## config.mk

```make
export PLATFORM = sky130hd
export DESIGN_NAME = vga_sync_rx_flat
export DESIGN_NICKNAME = d
export VERILOG_FILES = /design/src/rtl/vga_sync_rx_pkg.sv /design/src/rtl/vga_sync_rx_if.sv /design/src/rtl/vga_sync_rx_sync_edge_det.sv /design/src/rtl/vga_sync_rx.sv /design/src/flat_wrapper.sv
export SDC_FILE = /design/constraint.sdc
export NUM_CORES = 1
export LEC_CHECK = 0
export BUFFER_PORTS_ARGS = -buffer_cell sky130_fd_sc_hd__buf_2
export CAP_MARGIN = 10
export CORE_ASPECT_RATIO = 1.25
export CORE_MARGIN = 2
export CORE_UTILIZATION = 56
export DETAILED_ROUTE_END_ITERATION = 7
export PLACE_DENSITY = 0.79
export SLEW_MARGIN = 15
export SYNTH_ARGS = -nofsm -noshare
export SYNTH_HDL_FRONTEND = slang
export SYNTH_SLANG_ARGS = --single-unit
```

## constraint.sdc

```tcl
create_clock -name vga_clk -period 3.5 [get_ports vga_clk]
set_input_delay 0.175 -clock vga_clk [delete_from_list [all_inputs] [get_ports vga_clk]]
set_output_delay 0.175 -clock vga_clk [all_outputs]
set_load 0.005 [all_outputs]
```

## src/rtl/vga_sync_rx_pkg.sv

```systemverilog
// Shared VGA 640x480 timing constants and receiver state encoding, used by the
// sync receiver and by the VGA driver that feeds it.
package vga_sync_rx_pkg;

  localparam int VGA_H_SYNC      = 96;
  localparam int VGA_H_BP        = 48;
  localparam int VGA_H_ACTIVE    = 640;
  localparam int VGA_H_TOTAL     = 800;
  localparam int VGA_V_SYNC      = 2;
  localparam int VGA_V_BP        = 33;
  localparam int VGA_V_ACTIVE    = 480;
  localparam int VGA_V_TOTAL     = 525;
  localparam logic VGA_SYNC_ACT  = 1'b0;
  localparam int VGA_LOCK_FRAMES = 2;

  localparam int CNT_W = 10;
  localparam int RGB_W = 3;
  localparam logic [CNT_W-1:0] CNT_MAX = '1;

  typedef enum logic [1:0] {
    ST_SEARCH = 2'd0,
    ST_TRACK  = 2'd1,
    ST_LOCKED = 2'd2
  } rx_state_t;

endpackage

```

## src/rtl/vga_sync_rx_if.sv

```systemverilog
// Bundle between a VGA driver/consumer (master) and the sync receiver (slave).
interface vga_sync_rx_if;
  import vga_sync_rx_pkg::*;

  logic             hsync;
  logic             vsync;
  logic [RGB_W-1:0] vga_rgb;
  logic [CNT_W-1:0] posx;
  logic [CNT_W-1:0] posy;
  logic [RGB_W-1:0] rgb_out;
  logic             pix_valid;
  logic             frame_start;
  logic             locked;
  logic             sync_err;
  logic [CNT_W-1:0] h_meas;
  logic [CNT_W-1:0] v_meas;

  modport master (
    output hsync, vsync, vga_rgb,
    input  posx, posy, rgb_out, pix_valid, frame_start, locked, sync_err, h_meas, v_meas
  );

  modport slave (
    input  hsync, vsync, vga_rgb,
    output posx, posy, rgb_out, pix_valid, frame_start, locked, sync_err, h_meas, v_meas
  );

endinterface

```

## src/rtl/vga_sync_rx_sync_edge_det.sv

```systemverilog
// Detects the transition of a sync line into its asserted level; the previous
// copy powers up deasserted so a line held asserted through reset still edges.
module sync_edge_det
  import vga_sync_rx_pkg::*;
#(
  parameter logic SYNC_ACT = VGA_SYNC_ACT
) (
  input  logic clk,
  input  logic rst,
  input  logic level,
  output logic pulse
);

  logic prev_p0;

  always_ff @(posedge clk) begin
    if (rst) prev_p0 <= ~SYNC_ACT;
    else     prev_p0 <= level;
  end

  assign pulse = (prev_p0 != SYNC_ACT) && (level == SYNC_ACT);

endmodule

```

## src/rtl/vga_sync_rx.sv

```systemverilog
// VGA sync receiver: measures line/frame lengths, locks onto stable timing and
// reconstructs active-area pixel coordinates from hsync/vsync alone.
module vga_sync_rx
  import vga_sync_rx_pkg::*;
#(
  parameter int   H_SYNC      = VGA_H_SYNC,
  parameter int   H_BP        = VGA_H_BP,
  parameter int   H_ACTIVE    = VGA_H_ACTIVE,
  parameter int   H_TOTAL     = VGA_H_TOTAL,
  parameter int   V_SYNC      = VGA_V_SYNC,
  parameter int   V_BP        = VGA_V_BP,
  parameter int   V_ACTIVE    = VGA_V_ACTIVE,
  parameter int   V_TOTAL     = VGA_V_TOTAL,
  parameter logic SYNC_ACT    = VGA_SYNC_ACT,
  parameter int   LOCK_FRAMES = VGA_LOCK_FRAMES
) (
  input  logic         vga_clk,
  input  logic         rst,
  vga_sync_rx_if.slave bus
);

  localparam logic [CNT_W-1:0] H_ACT_LO = CNT_W'(H_SYNC + H_BP);
  localparam logic [CNT_W-1:0] H_ACT_HI = CNT_W'(H_SYNC + H_BP + H_ACTIVE - 1);
  localparam logic [CNT_W-1:0] V_ACT_LO = CNT_W'(V_SYNC + V_BP);
  localparam logic [CNT_W-1:0] V_ACT_HI = CNT_W'(V_SYNC + V_BP + V_ACTIVE - 1);
  localparam logic [CNT_W-1:0] H_LEN    = CNT_W'(H_TOTAL);
  localparam logic [CNT_W-1:0] V_LEN    = CNT_W'(V_TOTAL);
  localparam int               GOOD_W   = (LOCK_FRAMES < 2) ? 1 : $clog2(LOCK_FRAMES + 1);
  localparam logic [GOOD_W-1:0] GOOD_TGT = GOOD_W'(LOCK_FRAMES);

  function automatic logic [CNT_W-1:0] sat_inc(input logic [CNT_W-1:0] v);
    return (v == CNT_MAX) ? v : v + 1'b1;
  endfunction

  logic              h_edge, v_edge;
  logic [CNT_W-1:0]  h_cnt, v_cnt, h_len, v_len;
  logic              h_seen, v_seen, v_pend, dirty;
  logic              reload, line_err, frame_err, wd_hit, active, pix_ok;
  rx_state_t         state, state_nxt;
  logic [GOOD_W-1:0] good_cnt, good_nxt, good_inc;

  logic [CNT_W-1:0]  h_meas_p1, v_meas_p1, posx_p1, posy_p1;
  logic [RGB_W-1:0]  rgb_p1;
  logic              vld_p1, frame_start_p1, sync_err_p1;

  sync_edge_det #(.SYNC_ACT(SYNC_ACT)) u_h_edge (
    .clk(vga_clk), .rst(rst), .level(bus.hsync), .pulse(h_edge)
  );

  sync_edge_det #(.SYNC_ACT(SYNC_ACT)) u_v_edge (
    .clk(vga_clk), .rst(rst), .level(bus.vsync), .pulse(v_edge)
  );

  // p0: raw sync edges against the current counters
  assign h_len     = sat_inc(h_cnt);
  assign v_len     = sat_inc(v_cnt);
  // A vsync edge only arms the frame; the line that carries it is the reload point.
  assign reload    = h_edge & (v_pend | v_edge);
  assign line_err  = h_edge & h_seen & (h_len != H_LEN);
  assign frame_err = reload & v_seen & (v_len != V_LEN);
  assign wd_hit    = ~h_edge & (h_cnt == CNT_MAX - 1'b1);
  assign active    = (h_cnt >= H_ACT_LO) && (h_cnt <= H_ACT_HI) &&
                     (v_cnt >= V_ACT_LO) && (v_cnt <= V_ACT_HI);
  assign pix_ok    = active && (state == ST_LOCKED);
  assign good_inc  = good_cnt + 1'b1;

  always_ff @(posedge vga_clk) begin
    if (rst) begin
      h_cnt     <= '0;
      v_cnt     <= '0;
      h_seen    <= 1'b0;
      v_seen    <= 1'b0;
      v_pend    <= 1'b0;
      dirty     <= 1'b0;
      h_meas_p1 <= '0;
      v_meas_p1 <= '0;
    end else begin
      h_cnt <= h_edge ? '0 : h_len;
      if (h_edge) h_seen <= 1'b1;
      if (h_edge && h_seen) h_meas_p1 <= h_len;
      if (reload) begin
        v_cnt  <= '0;
        v_pend <= 1'b0;
        v_seen <= 1'b1;
        dirty  <= 1'b0;
        if (v_seen) v_meas_p1 <= v_len;
      end else begin
        if (h_edge)   v_cnt  <= v_len;
        if (v_edge)   v_pend <= 1'b1;
        if (line_err) dirty  <= 1'b1;
      end
    end
  end

  always_ff @(posedge vga_clk) begin
    if (rst) begin
      state    <= ST_SEARCH;
      good_cnt <= '0;
    end else begin
      state    <= state_nxt;
      good_cnt <= good_nxt;
    end
  end

  // A frame is clean only if no line inside it, nor its own length, was wrong.
  always_comb begin
    state_nxt = state;
    good_nxt  = good_cnt;
    if (wd_hit) begin
      state_nxt = ST_SEARCH;
      good_nxt  = '0;
    end else begin
      case (state)
        ST_SEARCH: begin
          if (reload) begin
            state_nxt = ST_TRACK;
            good_nxt  = '0;
          end
        end
        ST_TRACK: begin
          if (line_err || frame_err || (reload && dirty)) begin
            good_nxt = '0;
          end else if (reload) begin
            if (good_inc >= GOOD_TGT) begin
              state_nxt = ST_LOCKED;
              good_nxt  = '0;
            end else begin
              good_nxt = good_inc;
            end
          end
        end
        ST_LOCKED: begin
          if (line_err || frame_err) begin
            state_nxt = ST_TRACK;
            good_nxt  = '0;
          end
        end
        default: begin
          state_nxt = ST_SEARCH;
          good_nxt  = '0;
        end
      endcase
    end
  end

  // p1: registered outputs
  always_ff @(posedge vga_clk) begin
    if (rst) begin
      vld_p1         <= 1'b0;
      posx_p1        <= '0;
      posy_p1        <= '0;
      rgb_p1         <= '0;
      frame_start_p1 <= 1'b0;
      sync_err_p1    <= 1'b0;
    end else begin
      vld_p1         <= pix_ok;
      posx_p1        <= pix_ok ? h_cnt - H_ACT_LO : '0;
      posy_p1        <= pix_ok ? v_cnt - V_ACT_LO : '0;
      rgb_p1         <= pix_ok ? bus.vga_rgb : '0;
      frame_start_p1 <= reload && (state == ST_LOCKED);
      sync_err_p1    <= line_err | frame_err | wd_hit;
    end
  end

  assign bus.posx        = posx_p1;
  assign bus.posy        = posy_p1;
  assign bus.rgb_out     = rgb_p1;
  assign bus.pix_valid   = vld_p1;
  assign bus.frame_start = frame_start_p1;
  assign bus.sync_err    = sync_err_p1;
  assign bus.locked      = (state == ST_LOCKED);
  assign bus.h_meas      = h_meas_p1;
  assign bus.v_meas      = v_meas_p1;

endmodule

```

## src/flat_wrapper.sv

```systemverilog
// flat-port wrapper written by rule: the top's interface ports become plain ports
module vga_sync_rx_flat import vga_sync_rx_pkg::*;
#(
  parameter int   H_SYNC      = VGA_H_SYNC,
  parameter int   H_BP        = VGA_H_BP,
  parameter int   H_ACTIVE    = VGA_H_ACTIVE,
  parameter int   H_TOTAL     = VGA_H_TOTAL,
  parameter int   V_SYNC      = VGA_V_SYNC,
  parameter int   V_BP        = VGA_V_BP,
  parameter int   V_ACTIVE    = VGA_V_ACTIVE,
  parameter int   V_TOTAL     = VGA_V_TOTAL,
  parameter logic SYNC_ACT    = VGA_SYNC_ACT,
  parameter int   LOCK_FRAMES = VGA_LOCK_FRAMES
)
  (vga_clk, rst, bus_hsync, bus_vsync, bus_vga_rgb, bus_posx, bus_posy, bus_rgb_out, bus_pix_valid, bus_frame_start, bus_locked, bus_sync_err, bus_h_meas, bus_v_meas);
  vga_sync_rx_if bus_i ();
  input  logic vga_clk;
  input  logic rst;
  input wire logic [$bits(bus_i.hsync)-1:0] bus_hsync;
  input wire logic [$bits(bus_i.vsync)-1:0] bus_vsync;
  input wire logic [$bits(bus_i.vga_rgb)-1:0] bus_vga_rgb;
  output wire logic [$bits(bus_i.posx)-1:0] bus_posx;
  output wire logic [$bits(bus_i.posy)-1:0] bus_posy;
  output wire logic [$bits(bus_i.rgb_out)-1:0] bus_rgb_out;
  output wire logic [$bits(bus_i.pix_valid)-1:0] bus_pix_valid;
  output wire logic [$bits(bus_i.frame_start)-1:0] bus_frame_start;
  output wire logic [$bits(bus_i.locked)-1:0] bus_locked;
  output wire logic [$bits(bus_i.sync_err)-1:0] bus_sync_err;
  output wire logic [$bits(bus_i.h_meas)-1:0] bus_h_meas;
  output wire logic [$bits(bus_i.v_meas)-1:0] bus_v_meas;
  assign bus_i.hsync = bus_hsync;
  assign bus_i.vsync = bus_vsync;
  assign bus_i.vga_rgb = bus_vga_rgb;
  assign bus_posx = bus_i.posx;
  assign bus_posy = bus_i.posy;
  assign bus_rgb_out = bus_i.rgb_out;
  assign bus_pix_valid = bus_i.pix_valid;
  assign bus_frame_start = bus_i.frame_start;
  assign bus_locked = bus_i.locked;
  assign bus_sync_err = bus_i.sync_err;
  assign bus_h_meas = bus_i.h_meas;
  assign bus_v_meas = bus_i.v_meas;
  vga_sync_rx #(.H_SYNC(H_SYNC), .H_BP(H_BP), .H_ACTIVE(H_ACTIVE), .H_TOTAL(H_TOTAL), .V_SYNC(V_SYNC), .V_BP(V_BP), .V_ACTIVE(V_ACTIVE), .V_TOTAL(V_TOTAL), .SYNC_ACT(SYNC_ACT), .LOCK_FRAMES(LOCK_FRAMES)) u_core (.vga_clk(vga_clk), .rst(rst), .bus(bus_i));
endmodule
```

==> impl_metrics.prom <==
# TYPE chip_impl_metric gauge
chip_impl_metric{name="detailed_place_hpwl",unit="µm"} 5410
chip_impl_info{name="clockRootBuffer",value="clkbuf_8"} 1
chip_impl_info{name="setup.worst_path.start_class",value="flop"} 1
chip_impl_metric{name="track_usage",unit="%"} 24.0
chip_impl_metric{name="required",unit="ns"} 3.74
chip_impl_info{name="tritoncts_clock_tree",value="done"} 1
chip_impl_info{name="path_class",value="reg -> reg"} 1
chip_impl_metric{name="swShare",unit="%"} 23.0
chip_impl_metric{name="synthesis.area_per_instance",unit="µm²"} 8.42
chip_impl_metric{name="io_pins",unit=""} 54
chip_impl_metric{name="combinationalPowerShare",unit="%"} 5.3
chip_impl_metric{name="antenna_cells_inserted",unit=""} 0
chip_impl_info{name="worst_path_max_delay_cell",value="dfxtp_1"} 1
chip_impl_metric{name="ant_nets",unit=""} 0
chip_impl_metric{name="path_clk_slew",unit="ns"} 0.08
chip_impl_metric{name="peakVddDrop",unit="mV"} 0.356
chip_impl_metric{name="timing_max_transition_violations_final",unit=""} 0
chip_impl_metric{name="gpl.final_weighted_congestion",unit=""} 0.894
chip_impl_metric{name="pwr-share-clk",unit="%"} 40.7
chip_impl_info{name="critical_path.top_delay_family",value="compound AO/OA/AOI/OAI gates"} 1
chip_impl_metric{name="synth-seq-area-share",unit="%"} 44.2
chip_impl_metric{name="finalWirelength",unit="µm"} 7690
chip_impl_metric{name="clock_sink_count",unit=""} 76
chip_impl_metric{name="vias",unit=""} 2962
chip_impl_metric{name="drt-pass1-iter-count",unit=""} 5
chip_impl_metric{name="insertion_delay",unit="ns"} 0.35
chip_impl_metric{name="grt.met3_usage",unit="%"} 5.60
chip_impl_metric{name="timing_hold_violations_final",unit=""} 0
chip_impl_metric{name="ys_seq_elements",unit=""} 76
chip_impl_metric{name="worst-endpoint-arrival",unit="ns"} 2.83
chip_impl_metric{name="clock_tree.buffer_depth",unit=""} 2
chip_impl_metric{name="yosys.area.top_type_share",unit="%"} 44.2
chip_impl_metric{name="fin_crit_sh",unit="%"} 74.1
chip_impl_metric{name="drt-wirelength-per-cell",unit="µm"} 14.4
chip_impl_info{name="synth_most_common_cell",value="dfxtp_1"} 1
chip_impl_metric{name="post-layout-total-power",unit="mW"} 1.65
chip_impl_metric{name="die_wd",unit="µm"} 74.2
chip_impl_metric{name="postCtsHoldBufs",unit=""} 0
chip_impl_metric{name="htreeDepth",unit=""} 3
chip_impl_metric{name="globalRouteMet2Util",unit="%"} 41.2
chip_impl_metric{name="layout.core_utilization",unit="%"} 66.7
chip_impl_metric{name="met1_usage",unit="%"} 27.5
chip_impl_metric{name="finish.net_count",unit=""} 465
chip_impl_metric{name="drive_gt1_share",unit="%"} 18.4
chip_impl_info{name="run_status",value="complete, no violations"} 1
chip_impl_info{name="hp-class",value="in -> reg"} 1
chip_impl_metric{name="floorplan.rows",unit=""} 31
chip_impl_metric{name="design.die.area",unit="µm²"} 6800
chip_impl_metric{name="cp_peak_stage_delay",unit="ns"} 0.49
chip_impl_metric{name="fraction_of_synthesis_flops_using_an_asynchronous_set_or_reset_pin",unit="%"} 0
chip_impl_metric{name="cts_resized",unit=""} 0
chip_impl_info{name="crit_path_cell_trace",value="ha_1, and4_1, nand4_2, o21ai_0, a31oi_1, a2111oi_2"} 1
chip_impl_metric{name="placement.io_buffers",unit=""} 53
chip_impl_metric{name="tightest_slew",unit="ns"} 0.648
chip_impl_metric{name="timing.critical_path.fanout_max",unit=""} 10
chip_impl_metric{name="setup_violations",unit=""} 0
chip_impl_metric{name="post_drt_via_cell_ratio",unit=""} 5.55
chip_impl_metric{name="cp_num_buf_inv",unit=""} 0
chip_impl_info{name="synth_area_leaders",value="dfxtp_1 44%, nor2_1 7.7%, xnor2_1 4.3%, a21oi_1 4.1%, nand2_1 4.0%"} 1
chip_impl_metric{name="postSynthNetCount",unit=""} 426
chip_impl_metric{name="initial_standard_cell_utilization_of_the_core",unit="%"} 58.8
chip_impl_metric{name="area_growth",unit="%"} 13.4
chip_impl_metric{name="number_of_warnings_printed_during_yosys_synthesis",unit=""} 0
chip_impl_metric{name="synthDistinctLibCells",unit=""} 56
chip_impl_metric{name="netlist_area",unit="µm²"} 3440
chip_impl_metric{name="synth_enable_flop_cells",unit=""} 0
chip_impl_metric{name="power.internal",unit="mW"} 1.27
chip_impl_metric{name="post_synth_inst_count",unit=""} 409
chip_impl_metric{name="fin_crit",unit="ns"} 2.59
chip_impl_metric{name="drt_iter0_markers",unit=""} 314
chip_impl_metric{name="drc",unit=""} 0
chip_impl_metric{name="cts.repair_timing.setup_buffer_count",unit=""} 0
chip_impl_metric{name="finClkSkew",unit="ns"} 0.00827
chip_impl_metric{name="cts_made_buffers",unit=""} 9
chip_impl_metric{name="maxSlewHeadroom",unit="%"} 56.3
chip_impl_info{name="worstSetupEndpointType",value="flop"} 1
chip_impl_metric{name="fmax",unit="GHz"} 0.386
chip_impl_metric{name="die_y",unit="µm"} 91.7
chip_impl_metric{name="floorplan.core_area",unit="µm²"} 5860
chip_impl_metric{name="grt_start_max_net_pins",unit=""} 31
chip_impl_metric{name="leakagePower",unit="nW"} 1.63
chip_impl_info{name="post-synth-top-area-cell",value="dfxtp_1"} 1
chip_impl_metric{name="power_frac_seq",unit="%"} 54.0
chip_impl_metric{name="wire_length_of_the_first_global_routing_pass",unit="µm"} 12700
chip_impl_metric{name="final-instance-count-excl-fill",unit=""} 534
chip_impl_metric{name="dpl.cell_count",unit=""} 519
chip_impl_metric{name="number_of_antenna_violations_at_the_first_check_in_global_routing",unit=""} 0
chip_impl_info{name="synth-main-ff-cell",value="dfxtp_1"} 1
chip_impl_metric{name="grt.overflow.total",unit=""} 0
chip_impl_metric{name="number_of_global_route_vias_before_repair",unit=""} 2753
chip_impl_info{name="grt_setup_unrepaired",value="no"} 1
chip_impl_metric{name="netSwitchingPower",unit="mW"} 0.381
chip_impl_metric{name="finalSetupTns",unit="ns"} 0
chip_impl_metric{name="power_density",unit="nW/µm²"} 423
chip_impl_info{name="synthTopCellsByCount",value="76 x dfxtp_1, 71 x nor2_1, 37 x nand2_1, 28 x a21oi_1, 18 x inv_1"} 1
chip_impl_metric{name="whs",unit="ns"} 0.0283
chip_impl_info{name="global_route.peak_usage_layer",value="met2"} 1
chip_impl_metric{name="filler_cell_count",unit=""} 494
chip_impl_metric{name="max_cap_violations",unit=""} 0
## layout make-up
class,instances,area [µm²],share of cell area (%)
Multi-Input combinational cell,288,1740,44.4
Timing Repair Buffer,55,280,7.17
Inverter,18,67.6,1.73
Clock buffer,11,151,3.87
Sequential cell,76,1520,38.9
Clock inverter,4,48.8,1.25
Tap cell,82,103,2.63
## registers in the layout, indices dropped and copies added, names as in the netlist, 2 cells and up
signal / cells
u_core.bus.h_meas: 10
u_core.bus.posx: 10
u_core.bus.posy: 10
u_core.bus.rgb_out: 3
u_core.bus.v_meas: 10
u_core.good_cnt: 2
u_core.h_cnt: 10
u_core.state: 2
u_core.v_cnt: 10
## layer usage
metal	part of all wire [%]	up-vias
li1	-	1489
met1	41	1372
met2	52	80
met3	4.9	21
met4	2.5	0
met5	0	-
## power by group through the flow
stage          Combinational [mW]  Clock, mW  Sequential [mW]
6_report                   0.0883      0.674            0.893
5_1_grt                    0.0981      0.718            0.895
4_1_cts                    0.0890      0.686            0.892
3_5_place_dp               0.0876          0            0.912
3_3_place_gp               0.0863          0            0.911
2_1_floorplan              0.0638          0            0.909
## metrics by stage
step | instance area (µm²) | setup slack [ns]
CTS | 3910 | 0.986
global route | 3910 | 0.665
finish | 3910 | 0.907
detailed placement | 3710 | 1.02
floorplan | 3440 | 1.23
global placement | 3710 | 1.13
## placed cells by master (no fill, tap or decap), drive strengths merged, types with 7 or more instances in the layout
master	synthesis	final
a211oi	10	10
a21oi	28	28
a31oi	7	7
and2	7	7
buf	10	55
clkbuf	17	11
dfxtp	76	76
ha	10	10
inv	18	18
nand2	37	37
nand2b	7	7
nand3	7	7
nor2	71	71
nor2b	7	7
nor3	13	13
o21ai	8	8
xnor2	17	17
## path summary, 6_finish.rpt
check,start,depth (start not counted),end,slack [ns]
max,u_core.v_cnt[1]$_SDFFE_PP0P_,6,u_core.state[1]$_SDFFE_PP0P_,0.91
min,bus_vsync,2,u_core.u_v_edge.prev_p0$_SDFF_PP1_,0.03
max reg2reg,u_core.v_cnt[1]$_SDFFE_PP0P_,6,u_core.state[1]$_SDFFE_PP0P_,0.91
min reg2reg,u_core.bus.v_meas[0]$_SDFFE_PP0P_,2,u_core.bus.v_meas[0]$_SDFFE_PP0P_,0.45
## cell families after synthesis
group                    Yosys count  share of synthesized area [%]
buffers and inverters             45                           5.63
XOR/XNOR                          19                           4.83
AO/OA/AOI/OAI                     83                           16.5
adder cells (fa/ha/maj)           10                           3.63
flip-flops                        76                           44.2
multiplexers                       3                          0.908
AND/OR/NAND/NOR                  173                           24.3
No activity file was read; power rests on OpenSTA's default activity.
